--- config.mk ---
export PLATFORM = sky130hd
export DESIGN_NAME = ifmap_buffer
export DESIGN_NICKNAME = d
export VERILOG_FILES = /design/src/rtl/ifmap_buffer.sv
export SDC_FILE = /design/constraint.sdc
export NUM_CORES = 1
export LEC_CHECK = 0
export BUFFER_PORTS_ARGS = -buffer_cell sky130_fd_sc_hd__buf_2
export CAP_MARGIN = 10
export CORE_ASPECT_RATIO = 2
export CORE_UTILIZATION = 31
export CTS_BUF_LIST = sky130_fd_sc_hd__clkbuf_8
export DETAILED_ROUTE_END_ITERATION = 6
export SLEW_MARGIN = 0
export SYNTH_ARGS = -nofsm -noshare
export SYNTH_HDL_FRONTEND = slang
export SYNTH_SLANG_ARGS = --single-unit
--- constraint.sdc ---
create_clock -name clk -period 9.5 [get_ports clk]
set_input_delay 0.475 -clock clk [delete_from_list [all_inputs] [get_ports clk]]
set_output_delay 0.475 -clock clk [all_outputs]
set_load 0.05 [all_outputs]
--- src/rtl/ifmap_buffer.sv ---
// Ifmap packet buffer between the decompressor and the PE-array feeder.
// First-word-fall-through FIFO with per-layer receive/drain accounting.
module ifmap_buffer #(
  parameter int unsigned DATA_W       = 64,
  parameter int unsigned DEPTH        = 16,
  parameter int unsigned CNT_W        = 16,
  parameter int unsigned AFULL_THRESH = 2
) (
  input  logic                       clk,
  input  logic                       rst_n,
  input  logic                       start,
  input  logic [CNT_W-1:0]           expected_count,
  input  logic [DATA_W-1:0]          in_data,
  input  logic                       in_valid,
  output logic                       ifmap_buffer_req,
  output logic [DATA_W-1:0]          out_data,
  output logic                       out_valid,
  input  logic                       out_ready,
  output logic [$clog2(DEPTH+1)-1:0] fill_level,
  output logic                       almost_full,
  output logic                       layer_done,
  output logic                       excess_err
);

  localparam int unsigned PTR_W  = $clog2(DEPTH);
  localparam int unsigned FILL_W = $clog2(DEPTH+1);

  typedef enum logic [1:0] {IDLE, RUN, DRAIN, DONE} state_t;

  state_t             state_q, state_d;
  logic [PTR_W-1:0]   wr_ptr_q, rd_ptr_q;
  logic [FILL_W-1:0]  fill_q;
  logic [CNT_W-1:0]   rcv_cnt_q, pop_cnt_q, expected_q;
  logic               excess_q;
  logic [DATA_W-1:0]  mem [DEPTH];
  logic               push, pop;

  // Handshake outputs derive only from registered state.
  assign ifmap_buffer_req = (state_q == RUN) && (fill_q < FILL_W'(DEPTH)) &&
                            (rcv_cnt_q < expected_q);
  assign out_valid   = (fill_q != '0);
  assign out_data    = out_valid ? mem[rd_ptr_q] : '0;
  assign fill_level  = fill_q;
  assign almost_full = (FILL_W'(DEPTH) - fill_q) <= FILL_W'(AFULL_THRESH);
  assign layer_done  = (state_q == DONE);
  assign excess_err  = excess_q;

  // A start pulse discards any coincident transfer.
  assign push = in_valid && ifmap_buffer_req && !start;
  assign pop  = out_valid && out_ready && !start;

  always_comb begin
    state_d = state_q;
    if (start) begin
      state_d = (expected_count == '0) ? DONE : RUN;
    end else begin
      unique case (state_q)
        IDLE:  state_d = IDLE;
        RUN:   if (push && (rcv_cnt_q + CNT_W'(1) == expected_q)) state_d = DRAIN;
        DRAIN: if (pop_cnt_q == expected_q) state_d = DONE;
        DONE:  state_d = DONE;
        default: state_d = IDLE;
      endcase
    end
  end

  always_ff @(posedge clk) begin
    if (!rst_n) state_q <= IDLE;
    else        state_q <= state_d;
  end

  // Pointers, occupancy, layer counters and the sticky excess flag.
  always_ff @(posedge clk) begin
    if (!rst_n) begin
      wr_ptr_q   <= '0;
      rd_ptr_q   <= '0;
      fill_q     <= '0;
      rcv_cnt_q  <= '0;
      pop_cnt_q  <= '0;
      expected_q <= '0;
      excess_q   <= 1'b0;
    end else if (start) begin
      wr_ptr_q   <= '0;
      rd_ptr_q   <= '0;
      fill_q     <= '0;
      rcv_cnt_q  <= '0;
      pop_cnt_q  <= '0;
      expected_q <= expected_count;
      excess_q   <= 1'b0;
    end else begin
      if (push) wr_ptr_q <= wr_ptr_q + PTR_W'(1);
      if (pop)  rd_ptr_q <= rd_ptr_q + PTR_W'(1);
      if (push && !pop)      fill_q <= fill_q + FILL_W'(1);
      else if (pop && !push) fill_q <= fill_q - FILL_W'(1);
      if (push && (rcv_cnt_q != '1)) rcv_cnt_q <= rcv_cnt_q + CNT_W'(1);
      if (pop && (pop_cnt_q != '1))  pop_cnt_q <= pop_cnt_q + CNT_W'(1);
      if (in_valid && ((state_q == DRAIN) || (state_q == DONE)) &&
          (rcv_cnt_q == expected_q))
        excess_q <= 1'b1;
    end
  end

  // Storage needs no reset; out_data is masked while empty.
  always_ff @(posedge clk) begin
    if (push) mem[wr_ptr_q] <= in_data;
  end

endmodule
Word-level counts from Yosys, hierarchy flattened
Memory sizes are Yosys's and may differ from the RTL's. A register that Yosys moved wholly into a read port is not among the register bits.
Index checks and enable logic that the tools add are counted.
{"block": "classes", "n_mul": 0, "addsub": 7, "shift": 0, "div": 0, "bitwise_logic": 1, "eq_ne": 10, "reduce_logical": 23, "n_mux": 12, "n_lt_le_gt_ge": 3}
{"operator": "$mux 64", "n": 1}
{"operator": "$eq 16x16->1", "n": 3}
{"operator": "$add 16x1->16 const B", "n": 2}
{"operator": "$ne 16x16->1 const B", "n": 2}
{"operator": "$logic_not 16->1", "n": 1}
{"operator": "$lt 16x16->1", "n": 1}
{"operator": "$logic_and 1x1->1", "n": 13}
{"operator": "$mux 5", "n": 2}
{"operator": "$add 4x1->4 const B", "n": 2}
{"operator": "$mux 2", "n": 4}
{"operator": "$mux 4", "n": 2}
{"operator": "$pmux 2 s4", "n": 1}
{"operator": "$add 5x1->5 const B", "n": 1}
{"operator": "$le 5x2->1 const B", "n": 1}
{"operator": "$lt 5x5->1 const B", "n": 1}
{"operator": "$reduce_bool 5->1", "n": 1}
{"operator": "$sub 5x1->5 const B", "n": 1}
{"operator": "$sub 5x5->5 const A", "n": 1}
{"operator": "$eq 2x2->1 const B", "n": 2}
{"operator": "$logic_not 1->1", "n": 3}
{"operator": "$ne 3x2->1 const B", "n": 1}
{"operator": "$ne 3x3->1 const B", "n": 1}
{"operator": "$eq 2x1->1 const B", "n": 1}
{"operator": "$logic_not 2->1", "n": 1}
{"operator": "other kinds (6)", "n": 7}
{"block": "totals", "ram_bits": 1024, "regBits": 64, "romBits": 0, "latchBits": 0, "memories": 1, "wordCells": 65, "inputBits": 85, "output_inout_bits": 74}
{"name": "mem", "depth": 16, "width": 64, "read_ports": 1, "rd_clocked_by_memory_dff": 1, "wr": 1, "line": "35", "rtl": "logic [DATA_W-1:0] mem [DEPTH];"}

Longest topological paths before layout
{"block": "logic_depth", "word_depth": 9, "ltp_mapped": 17, "depth_no_buf": 16}

Worst setup path after synthesis
OpenSTA, ideal clock, no wires.
{"block": "synth_timing", "path_kind": "flip-flop to flip-flop", "startpoint": "register fill_q[0] (netlist: fill_level[0])", "endpoint": "memory mem[0][0], enable pin", "setup_ns": 0.565, "stages_incl_launch_ff": 11, "n_path_buf": 1, "period_less_slack_ns": 7.452, "path_slack_ns": 2.048, "required_time_ns": 8.935, "t_arrival_ns": 6.887, "cell_sequence": "dfxtp_1 -> inv_1 -> ha_1 -> nor3b_1 -> ha_1 -> nor2_1 -> o21ai_1 -> nor4_1 -> clkbuf_1 -> nand2_1 -> nor3_1"}
{"block": "synth_via", "elab_chain_cells": 7}
{"item": "start, declared", "line": "32", "rtl": "logic [FILL_W-1:0] fill_q;"}
{"item": "start signal, assigned", "line": "93", "rtl": "if (push && !pop) fill_q <= fill_q + FILL_W'(1);"}
{"item": "start signal, assigned", "line": "94", "rtl": "else if (pop && !push) fill_q <= fill_q - FILL_W'(1);"}
{"item": "$lt 5x5->1", "line": "39", "rtl": "assign ifmap_buffer_req = (state_q == RUN) && (fill_q < FILL_W'(DEPTH)) &&"}
{"item": "$logic_and 1x1->1 (2 in series)", "line": "39"}
{"item": "$logic_and 1x1->1 (2 in series)", "line": "49", "rtl": "assign push = in_valid && ifmap_buffer_req && !start;"}
{"item": "net push", "line": "36", "rtl": "logic push, pop;"}
{"item": "$mux 1", "line": "105", "rtl": "if (push) mem[wr_ptr_q] <= in_data;"}
{"item": "$mux 1 (implied by the code)", "line": "105"}
{"item": "end, declared", "line": "35"}
The timed path passes the listed nets, and every way through them passes these cells.

==> impl_metrics.yaml <==
status:
  status: "finished, final reports clean"
sta:
  final_max_slew_viol_count: 0
  worst_pin_slew_ns: 1.22
  finClkSkew_ns: 0.0772
  finalSetupViolCount: 0
  finalHoldViolations: 0
  tns_ns: 0
  fin_crit_sh: 0.508
  max_clock_freq_ghz: 0.207
  period_minus_slack_ns: 4.83
  max-slew-margin-rel: 0.189
  whs_ns: 0.0769
  rsz0062_at_grt: "false"
yosys:
  ys_types: 62
  synth.avg_cell_area_um2: 21.4
  synthTopCellsByArea: "edfxtp_1 71%, mux4_2 17%, dfxtp_1 3.2%"
  synth_edf_count: 1024
  synth_warnings: 0
  synthArstFlopShare: 0
  netlist.area_leader.share: 0.715
  synth-seq-area-share: 0.746
  ys_seq_elements: 1092
  syn_area_um2: 43000
  synth_flop_cell: "edfxtp_1"
  synthCells: 2007
  syn_nets: 2124
  synth_top_cell_by_area: "edfxtp_1"
setup_path:
  end_kind: "primary output"
  r2r_setup_slack_ns: 5.18
  path_cells: "buf_12 -> buf_4 -> mux4_2 -> mux4_2 -> and2_1 -> buf_2"
  r2r-start: "expected_q[15]"
  crit_type: "reg2out"
  arrival_ns: 4.35
  reg2regPathDepth: 10
  cpPeakStageDelay_ns: 0.87
  r2r-end: "mem[10][30]"
  cp_slowest_cell: "buf_4"
  crit_top_cell: "mux4_2"
  worstPathRequired_ns: 9.03
  cp-start-kind: "flop"
  crit_fanout: 96
clock_network:
  numCtsBuffers: 157
  cts_max_level: 4
  clock_sinks: 1092
  cts_tree: "done"
  clockBufferDepth: 4
  clkLatencyLatePin_ns: 0.83
  cts_resized: 0
  clock-root-buffer: "clkbuf_8"
  path_clk_slew_ns: 0.07
hold_path:
  hold_class: "in2reg"
  hold_end: "mem[2][43]"
  hold_start: "in_data[43]"
  hold_depth: 1
power:
  power_frac_seq: 0.581
  power_density_nw_per_um2: 183
  p_leak_nw: 15.3
  power.switching_mw: 2.03
  power.internal_mw: 7.05
  clockPowerShare: 0.371
  swShare: 0.224
  power_frac_comb: 0.047
  vdd_drop_max_mv: 0.101
floorplanning:
  rows: 193
  ios: 159
  fp.dieW_um: 265
  start_util: 0.312
  die_h_um: 529
  fp.coreArea_um2: 138000
  dieArea_um2: 140000
cells_and_area:
  utilization: 0.360
  num-nets-final: 2443
  final-instance-count-excl-fill: 4291
  fin_area_um2: 49600
  register_area_um2: 32100
  area_growth_syn_to_layout_pct: 15.2
  multi_input_area_um2: 10500
  fillers: 12682
  final_layout_size_suffix_gt1_frac: 0.299
detailed_routing:
  finalWirelength_um: 99600
  drc: 0
  drt_iter0_drc: 1416
  wl_per_cell_um: 23.2
  first_pass_iters: 5
  ant_nets: 0
  vias_per_cell: 4.84
  vias: 20767
placed_design:
  dp_hpwl_um: 58300
  postPlaceCellArea_um2: 46100
  dp_cells: 3945
  port_buffers: 158
  globalplace.congestion: 0.814
grt:
  grtUsageTotal: 0.143
  grt-ovfl-total: 0
  antenna_found_initial: 16
  grt_pass1_vias: 22842
  grt_pass1_wl_um: 149000
  grt_max_degree: 145
job:
  cap_violations: 0
-- power groups by stage --
stage	Clock, mW	Combinational (mW)	Sequential [mW]
6_report	3.37	0.429	5.28
5_1_grt	3.67	0.463	5.28
4_1_cts	3.50	0.439	5.28
3_5_place_dp	0	0.411	5.38
3_3_place_gp	0	0.399	5.38
2_1_floorplan	0	0.244	5.38
-- Yosys cell counts (4+ instances only) --
| master | count |
|---|---|
| nand4_1 | 20 |
| xnor2_1 | 44 |
| nor3_1 | 13 |
| ha_1 | 31 |
| and3_1 | 5 |
| mux2i_1 | 21 |
| edfxtp_1 | 1024 |
| and2_1 | 68 |
| or3_1 | 13 |
| xor2_1 | 16 |
| buf_1 | 9 |
| clkbuf_1 | 59 |
| nor2_1 | 60 |
| inv_1 | 30 |
| dfxtp_1 | 68 |
| o21ai_0 | 18 |
| nor4_1 | 9 |
| nand2_1 | 28 |
| a21oi_1 | 30 |
| or4_1 | 4 |
| buf_2 | 30 |
| mux4_2 | 320 |
| nand3_1 | 14 |
| nor2b_1 | 22 |
-- kinds of logic after synthesis --
group                      share of synthesized area
muxes                                          0.172
AOI/OAI and AO/OA                             0.0110
adders and majority gates                    0.00948
xor gates and xnor gates                      0.0128
and+or+nand+nor                               0.0354
DFF                                            0.746
buffers and inverters                         0.0129
-- final cells by class --
class / count / area share
multi-input cells: 784 / 0.212
diodes: 3 / 0.000151
flip-flops and latches: 1092 / 0.648
well taps: 1852 / 0.0467
inverters: 30 / 0.00230
clock inverters: 110 / 0.0110
repair buffers: 261 / 0.0360
clock buffers: 159 / 0.0441
-- through the flow --
step / setup WS (ns) / power (mW)
5_1_grt: 4.38 / 9.41
2_1_floorplan: 2.05 / 5.63
3_5_place_dp: 5.20 / 5.79
4_1_cts: 4.52 / 9.22
6_report: 4.67 / 9.08
3_3_place_gp: 5.35 / 5.78
-- how the worst max path moves through the flow --
| stage | to | depth (start not counted) | start |
|---|---|---|---|
| after floorplan | mem[0][0] | 10 | fill_level[0] |
| after global placement | fill_level[4] | 15 | expected_q[15] |
| after detailed placement | mem[10][36] | 9 | rcv_cnt_q[7] |
| after CTS | out_data[14] | 6 | flop |
| after global routing | out_data[14] | 6 | flop |
| final | out_data[14] | 6 | flop |
-- sequential cells by signal, summed over array words and instances, names as in the netlist, named ones only --
| name | count |
|---|---|
| excess_err | 1 |
| expected_q | 16 |
| fill_level | 5 |
| mem | 1024 |
| pop_cnt_q | 16 |
| rcv_cnt_q | 16 |
| rd_ptr_q | 4 |
| state_q | 2 |
| wr_ptr_q | 4 |
-- worst max-delay path, delay by kind of cell (launching register included) --
kind,cells,cell delay (ns)
buf+inv,3,1.61
flops,1,0.35
mux,2,1.19
simple gates,1,0.19
-- cell usage in the layout (no fill, tap or decap), types with 4 or more instances in the layout --
master,synthesis,routed
xor2_1,16,16
nand2_1,28,28
ha_1,31,31
clkinvlp_4,0,5
clkinv_1,0,41
xnor2_1,44,44
buf_4,0,26
nor2b_1,22,22
mux2i_1,21,21
dfxtp_4,0,4
nor2_1,60,48
nor3_2,0,4
edfxtp_1,1024,1024
nand3_1,14,14
o21ai_0,18,18
nor4_1,9,8
inv_1,30,72
clkbuf_8,1,159
mux4_2,320,320
a21oi_1,30,30
or4_1,4,4
dfxtp_1,68,64
clkinv_2,0,16
or3_1,13,13
nand4_1,20,20
nor3_1,13,9
buf_2,30,158
dlygate4sd3_1,0,74
and3_1,5,5
and2_1,68,68
nor2_4,0,12
-- routing by layer --
metal	up-vias	GRT usage	wire length (um)
li1	8955	-	-
met1	11016	0.167	38100
met4	14	0.0529	3010
met3	187	0.0251	4850
met5	-	0	98
met2	595	0.260	53500
-- timing repair --
item / in CTS / in global routing
buffers inserted: 0 / 0
hold endpoints to repair: 636 / 0
hold buffers: 74 / 0
Power figures use the tool's default switching activity.
